--- config.mk ---
export PLATFORM = sky130hd
export DESIGN_NAME = condition_unit_flat
export DESIGN_NICKNAME = d
export VERILOG_FILES = /design/src/rtl/condition_unit_pkg.sv /design/src/rtl/condition_unit_if.sv /design/src/rtl/condition_unit_cond_eval.sv /design/src/rtl/condition_unit.sv /design/src/flat_wrapper.sv
export SDC_FILE = /design/constraint.sdc
export NUM_CORES = 1
export LEC_CHECK = 0
export ABC_AREA = 1
export ABC_CLOCK_PERIOD_IN_PS = 1200
export CORE_MARGIN = 2
export CORE_UTILIZATION = 38
export DETAILED_ROUTE_END_ITERATION = 8
export PLACE_DENSITY = 0.76
export SYNTH_ARGS = -nofsm -noshare
export SYNTH_HDL_FRONTEND = slang
export SYNTH_SLANG_ARGS = --single-unit
export TNS_END_PERCENT = 30
--- constraint.sdc ---
create_clock -name clk -period 1.2 [get_ports clk]
set_input_delay 0.24 -clock clk [delete_from_list [all_inputs] [get_ports clk]]
set_output_delay 0.24 -clock clk [all_outputs]
set_load 0.01 [all_outputs]
--- src/rtl/condition_unit_pkg.sv ---
// Shared scalar ALU definitions: flag bit positions and condition-code encoding.
// Used by condition_unit and cond_eval.
package condition_unit_pkg;

  localparam int FLAG_N = 3;
  localparam int FLAG_Z = 2;
  localparam int FLAG_V = 1;
  localparam int FLAG_C = 0;

  // Wide enough for the largest legal PEND_MAX (7).
  localparam int PEND_W = 3;

  typedef enum logic [3:0] {
    COND_EQ = 4'd0,
    COND_NE = 4'd1,
    COND_CS = 4'd2,
    COND_CC = 4'd3,
    COND_MI = 4'd4,
    COND_PL = 4'd5,
    COND_VS = 4'd6,
    COND_VC = 4'd7,
    COND_HI = 4'd8,
    COND_LS = 4'd9,
    COND_GE = 4'd10,
    COND_LT = 4'd11,
    COND_GT = 4'd12,
    COND_LE = 4'd13,
    COND_AL = 4'd14,
    COND_NV = 4'd15
  } cond_code_e;

endpackage

--- src/rtl/condition_unit_if.sv ---
// Issue, ALU flag-write and condition-query signals of condition_unit.
// Master is the pipeline side, slave is condition_unit.
interface condition_unit_if;
  // Handshake: a query transfers on a cycle where cond_valid && cond_ready.
  // The requester holds cond_valid and cond_code steady until then. The result
  // appears as a one-cycle res_valid pulse on the following cycle and cannot be
  // stalled. Issues transfer when issue_flag_op && issue_ready.
  logic       issue_flag_op;
  logic       issue_ready;
  logic       alu_valid;
  logic       flag_we;
  logic [3:0] flags_in;
  logic       cond_valid;
  logic [3:0] cond_code;
  logic       cond_ready;
  logic       res_valid;
  logic       res_taken;

  modport master (
    output issue_flag_op, alu_valid, flag_we, flags_in, cond_valid, cond_code,
    input  issue_ready, cond_ready, res_valid, res_taken
  );

  modport slave (
    input  issue_flag_op, alu_valid, flag_we, flags_in, cond_valid, cond_code,
    output issue_ready, cond_ready, res_valid, res_taken
  );
endinterface

--- src/rtl/condition_unit_cond_eval.sv ---
// Combinational condition decoder: {N,Z,V,C} flags and condition code -> taken.
module cond_eval
  import condition_unit_pkg::*;
(
  input  logic [3:0] flags_i,
  input  cond_code_e code_i,
  output logic       taken_o
);

  logic n, z, v, c;

  assign n = flags_i[FLAG_N];
  assign z = flags_i[FLAG_Z];
  assign v = flags_i[FLAG_V];
  assign c = flags_i[FLAG_C];

  always_comb begin
    taken_o = 1'b0;
    case (code_i)
      COND_EQ: taken_o = z;
      COND_NE: taken_o = !z;
      COND_CS: taken_o = c;
      COND_CC: taken_o = !c;
      COND_MI: taken_o = n;
      COND_PL: taken_o = !n;
      COND_VS: taken_o = v;
      COND_VC: taken_o = !v;
      COND_HI: taken_o = c && !z;
      COND_LS: taken_o = !c || z;
      COND_GE: taken_o = (n == v);
      COND_LT: taken_o = (n != v);
      COND_GT: taken_o = !z && (n == v);
      COND_LE: taken_o = z || (n != v);
      COND_AL: taken_o = 1'b1;
      COND_NV: taken_o = 1'b0;
      default: taken_o = 1'b0;
    endcase
  end

endmodule

--- src/rtl/condition_unit.sv ---
// Condition unit: architectural NZVC register, pending flag-op tracking and
// hazard-checked condition queries. Optional macro COND_BYPASS_EN adds flag bypass.
module condition_unit
  import condition_unit_pkg::*;
#(
  parameter int unsigned PEND_MAX = 3
) (
  input  logic                   clk,
  input  logic                   rst,
  condition_unit_if.slave        bus,
  output logic [3:0]             flags_q,
  output logic                   err_underflow
);

  localparam logic [PEND_W-1:0] PEND_LIM = PEND_MAX[PEND_W-1:0];

  logic [PEND_W-1:0] pend_q, pend_d;
  logic [3:0]        flags_d;
  logic              err_q, err_d;
  logic              res_valid_q, res_valid_d;
  logic              res_taken_q, res_taken_d;

  logic              flag_wr;
  logic              issue_acc;
  logic              permit;
  logic              use_bypass;
  logic              query_acc;
  logic [3:0]        eval_flags;
  logic              taken;

  assign flag_wr   = bus.alu_valid && bus.flag_we;
  assign issue_acc = bus.issue_flag_op && (pend_q < PEND_LIM);

`ifdef COND_BYPASS_EN
  // The last outstanding flag op retires this cycle: evaluate on its flags directly.
  assign use_bypass = (pend_q == PEND_W'(1)) && flag_wr && !issue_acc;
  assign eval_flags = use_bypass ? bus.flags_in : flags_q;
`else
  assign use_bypass = 1'b0;
  assign eval_flags = flags_q;
`endif

  assign permit    = (pend_q == '0) || use_bypass;
  assign query_acc = bus.cond_valid && permit && !rst;

  assign bus.issue_ready = rst || (pend_q < PEND_LIM);
  assign bus.cond_ready  = query_acc;
  assign bus.res_valid   = res_valid_q;
  assign bus.res_taken   = res_taken_q;
  assign err_underflow   = err_q;

  cond_eval u_cond_eval (
    .flags_i (eval_flags),
    .code_i  (cond_code_e'(bus.cond_code)),
    .taken_o (taken)
  );

  always_comb begin
    pend_d      = pend_q;
    flags_d     = flags_q;
    err_d       = err_q;
    res_valid_d = query_acc;
    res_taken_d = res_taken_q;

    if (issue_acc && !flag_wr) begin
      pend_d = pend_q + PEND_W'(1);
    end else if (flag_wr && !issue_acc && (pend_q != '0)) begin
      pend_d = pend_q - PEND_W'(1);
    end

    // A write with nothing outstanding still updates the flags but is flagged.
    if (flag_wr) begin
      flags_d = bus.flags_in;
      if (pend_q == '0) begin
        err_d = 1'b1;
      end
    end

    if (query_acc) begin
      res_taken_d = taken;
    end
  end

  always_ff @(posedge clk) begin
    if (rst) begin
      pend_q      <= '0;
      flags_q     <= 4'b0000;
      err_q       <= 1'b0;
      res_valid_q <= 1'b0;
      res_taken_q <= 1'b0;
    end else begin
      pend_q      <= pend_d;
      flags_q     <= flags_d;
      err_q       <= err_d;
      res_valid_q <= res_valid_d;
      res_taken_q <= res_taken_d;
    end
  end

endmodule

--- src/flat_wrapper.sv ---
// flat-port wrapper written by rule: the top's interface ports become plain ports
module condition_unit_flat import condition_unit_pkg::*;
#(
  parameter int unsigned PEND_MAX = 3
)
  (clk, rst, flags_q, err_underflow, bus_issue_flag_op, bus_alu_valid, bus_flag_we, bus_flags_in, bus_cond_valid, bus_cond_code, bus_issue_ready, bus_cond_ready, bus_res_valid, bus_res_taken);
  condition_unit_if bus_i ();
  input  logic clk;
  input  logic rst;
  output logic [3:0] flags_q;
  output logic err_underflow;
  input wire logic [$bits(bus_i.issue_flag_op)-1:0] bus_issue_flag_op;
  input wire logic [$bits(bus_i.alu_valid)-1:0] bus_alu_valid;
  input wire logic [$bits(bus_i.flag_we)-1:0] bus_flag_we;
  input wire logic [$bits(bus_i.flags_in)-1:0] bus_flags_in;
  input wire logic [$bits(bus_i.cond_valid)-1:0] bus_cond_valid;
  input wire logic [$bits(bus_i.cond_code)-1:0] bus_cond_code;
  output wire logic [$bits(bus_i.issue_ready)-1:0] bus_issue_ready;
  output wire logic [$bits(bus_i.cond_ready)-1:0] bus_cond_ready;
  output wire logic [$bits(bus_i.res_valid)-1:0] bus_res_valid;
  output wire logic [$bits(bus_i.res_taken)-1:0] bus_res_taken;
  assign bus_i.issue_flag_op = bus_issue_flag_op;
  assign bus_i.alu_valid = bus_alu_valid;
  assign bus_i.flag_we = bus_flag_we;
  assign bus_i.flags_in = bus_flags_in;
  assign bus_i.cond_valid = bus_cond_valid;
  assign bus_i.cond_code = bus_cond_code;
  assign bus_issue_ready = bus_i.issue_ready;
  assign bus_cond_ready = bus_i.cond_ready;
  assign bus_res_valid = bus_i.res_valid;
  assign bus_res_taken = bus_i.res_taken;
  condition_unit #(.PEND_MAX(PEND_MAX)) u_core (.clk(clk), .rst(rst), .bus(bus_i), .flags_q(flags_q), .err_underflow(err_underflow));
endmodule
==> results of run 1 <==
==> flip-flops by register name, indices dropped and copies added (netlist names) <==
register	flops
u_core.flags_q	4
u_core.pend_q	3
u_core.bus.res_taken	1
u_core.bus.res_valid	1
u_core.err_underflow	1
==> metrics by stage <==
step | area (um^2) | worst slack [ps]
after floorplan | 631.9 | -104.8
after global placement | 924.6 | -435.5
after detailed placement | 924.6 | -439.4
after CTS | 947.2 | -135.1
after global routing | 954.7 | -227.9
final | 954.7 | -146.7
==> area by class of cell <==
| class | instances | share of cell area |
|---|---|---|
| timing repair buffer | 32 | 0.2936 |
| sequential | 10 | 0.2176 |
| multi-input combinational | 70 | 0.3814 |
| tap | 16 | 0.02097 |
| clock buffer | 3 | 0.02359 |
| inverter | 16 | 0.06291 |
==> cells by family (layout without fill, tap and decap cells) <==
| family | after synthesis | count (layout) |
|---|---|---|
| DFF | 10 | 10 |
| buffers and inverters | 18 | 51 |
| AOI/OAI and AO/OA | 19 | 19 |
| and+or+nand+nor | 50 | 50 |
| adders and majority gates | 1 | 1 |
==> cells in the final DEF (no fill, tap or decap), types with 2 or more instances in the layout <==
cell type,synthesis,final
nand3_2,1,2
dfxtp_1,10,6
buf_2,0,2
clkbuf_4,0,3
nand2_1,28,24
inv_1,12,11
clkdlybuf4s50_1,0,10
buf_4,0,8
nand2_2,3,7
o21ai_0,5,5
dlygate4sd2_1,0,10
nor2_1,6,6
a21oi_1,9,9
dfxtp_2,0,3
o21ai_1,3,3
nand3_1,8,7
buf_6,2,2
inv_2,4,5
==> metal layers <==
metal / wire, um / vias to the layer above / track usage
li1: - / 377 / -
met1: 644 / 325 / 0.1915
met2: 737 / 17 / 0.3130
met3: 73 / 4 / 0.02400
met4: 20 / 0 / 0.07059
met5: 0 / - / 0
==> how the worst max path moves through the flow <==
| stage | startpoint | to | slack (ps) |
|---|---|---|---|
| CTS | bus_alu_valid | u_core.pend_q[1]$_SDFFE_PP0P_ | -140 |
| global placement | rst | bus_issue_ready | -440 |
| global route | u_core.pend_q[2]$_SDFFE_PP0P_ | u_core.pend_q[2]$_SDFFE_PP0P_ | -230 |
| detailed placement | rst | bus_issue_ready | -440 |
| finish | u_core.pend_q[2]$_SDFFE_PP0P_ | u_core.pend_q[1]$_SDFFE_PP0P_ | -150 |
| floorplan | u_core.pend_q[0]$_SDFFE_PP0P_ | u_core.pend_q[2]$_SDFFE_PP0P_ | -100 |
==> where the power goes <==
| group | internal [mW] | switching [mW] | leakage, nW |
|---|---|---|---|
| Combinational | 0.236 | 0.238 | 0.402 |
| Sequential | 0.385 | 0.0315 | 0.0841 |
| Clock | 0.116 | 0.117 | 0.0138 |
==> repair_timing <==
item	in CTS	in global routing
cloned	0	0
endpoints found under the setup margin	12	6
resized for setup	27	4
pin swaps	2	2
==> impl_metrics.yaml, run 1 <==
placed_design:
  placed_cells_incl_taps: 144
  gp_congestion: 0.8684
  port_buffers: 22
  dp_hpwl_um: 1117
power:
  ir_drop_uv: 727.4
  cellLeakagePower_nw: 0.4996
  p_per_area_mw_per_mm2: 1176
  power_mw: 1.123
worst_setup_path:
  cp_max_fo: 4
  start_kind: "flop"
  timing_worst_setup_path_type: "reg -> reg"
  cp-end-kind: "flop"
  crit_path_max_incr_delay_ps: 510
  reg2reg_from: "u_core.pend_q[2]$_SDFFE_PP0P_"
  cp_top_family: "adder cells"
  critPathArrivalTime_ps: 1530
  worstPathCellList: "inv_2 -> buf_6 -> nand4_1 -> fa_1 -> inv_1 -> a21oi_1"
  worstRegToRegCells: 6
  cp.depth: 6
  critical_path_buf_inv_count: 3
  worstPathRequired_ps: 1390
  r2r_slack_ps: -150
  rr_endpoint: "u_core.pend_q[1]$_SDFFE_PP0P_"
  slowest_stage: "fa_1"
floorplan:
  die_width_um: 44.78
  ios: 23
  die_height_um: 44.78
  dieArea_mm2: 0.002005
  coreArea_mm2: 0.001524
  start_util: 0.4146
  num_rows: 14
finish:
  area_growth_pct: 51.09
  multi_input_area_um2: 364.1
  final_nets: 148
  antenna_cells: 0
  final_cells: 147
  fillers: 148
  ff_latch_area_um2: 207.7
  utilization: 0.6264
  drive_gt1_frac: 0.2748
synth:
  syn_nets: 113
  synth-seq-cells: 10
  syn_avg_cell_area_um2: 6.448
  synth-compound-area-share: 0.1604
  async_flop_share: 0
  ys_types: 19
  yosys_warnings: 0
  yosysMostFrequentCell: "nand2_1"
  yosys-top-cells-count: "28 x nand2_1, 12 x inv_1, 10 x dfxtp_1"
  netlist_instances: 98
  synth_top_family_by_area: "simple AND/OR/NAND/NOR gates"
  synth_mux_area_frac: 0
  synth_edf_count: 0
  synth-simple-area-share: 0.3604
  synth_fa_ha_area_frac: 0.03168
  ys_top_cells_by_area: "dfxtp_1 32%, nand2_1 17%, a21oi_1 7.1%"
  synthFlopType: "dfxtp_1"
  synth_top_area_share: 0.3168
  synth-seq-area-share: 0.3168
  synthXorXnorAreaFrac: 0
  synth_area_leader_cell: "dfxtp_1"
  synthesis.area_um2: 631.9
sta:
  min_period_ps: 1347
  worst_pin_slew_ps: 278.1
  setup_viol: 3
  setup_tns_ps: -381.5
  finalCritPeriodShare: 1.122
  skew_ps: 4.361
  slew_viol_final: 0
  hold_ws_ps: 336.2
  hold_violations: 0
  worst_slack_ps: -146.7
  fmax_mhz: 742.5
  relSlewSlack: 0.8146
  rsz0062_at_grt: "true"
clock_network:
  cts_setup_buffers: 0
  clockBufferDepth: 2
  clock_latency_ps: 260
  cts_tree: "done"
  clk_transition_reported_paths_ps: 70
  cts_buffers: 3
  cts_root_buf: "clkbuf_4"
  h-tree-depth: 1
  cts.hold.buffers_added: 0
  clock_sinks: 10
worst_hold_path:
  min_path_type: "in -> reg"
  holdPathStages: 2
  hold_end: "u_core.bus.res_valid$_SDFF_PP0_"
  hp-start: "rst"
run_status:
  status: "finished, violations left"
  violations: "setup timing"
routing:
  wl_per_cell_um: 10.04
  first_iter_violations: 10
  remaining_drc_errors: 0
  vias: 723
  drtPass1Iterations: 4
  wl_um: 1476
  postRouteAntennaNets: 0
  via_per_inst: 4.918
flow_run:
  maxCapViolCount: 0
global_route:
  grt_max_degree: 11
  grt_usage: 0.1689
  antenna_found_initial: 0
  grt.overflow.total: 0
  grt_pass1_wl_um: 2539
  grt_pass1_vias: 653
No activity file was read; power rests on OpenSTA's default activity.
==> inputs of run 2 (changes only) <==
--- a/config.mk
+++ b/config.mk
@@ -7,9 +7,11 @@
 export LEC_CHECK = 0
 export ABC_AREA = 1
 export ABC_CLOCK_PERIOD_IN_PS = 1200
+export CAP_MARGIN = 20
 export CORE_MARGIN = 2
 export CORE_UTILIZATION = 38
 export DETAILED_ROUTE_END_ITERATION = 8
+export HOLD_SLACK_MARGIN = 0.1
 export PLACE_DENSITY = 0.76
 export SYNTH_ARGS = -nofsm -noshare
 export SYNTH_HDL_FRONTEND = slang
==> results of run 2 <==
Final layout, timing and power as in run 1 (identical DEF).
==> inputs of run 3 (changes only) <==
--- a/config.mk
+++ b/config.mk
@@ -7,7 +7,7 @@
 export LEC_CHECK = 0
 export ABC_AREA = 1
 export ABC_CLOCK_PERIOD_IN_PS = 1200
-export CAP_MARGIN = 20
+export CAP_MARGIN = 25
 export CORE_MARGIN = 2
 export CORE_UTILIZATION = 38
 export DETAILED_ROUTE_END_ITERATION = 8
==> results of run 3 <==
Final layout, timing and power as in run 1 (identical DEF).
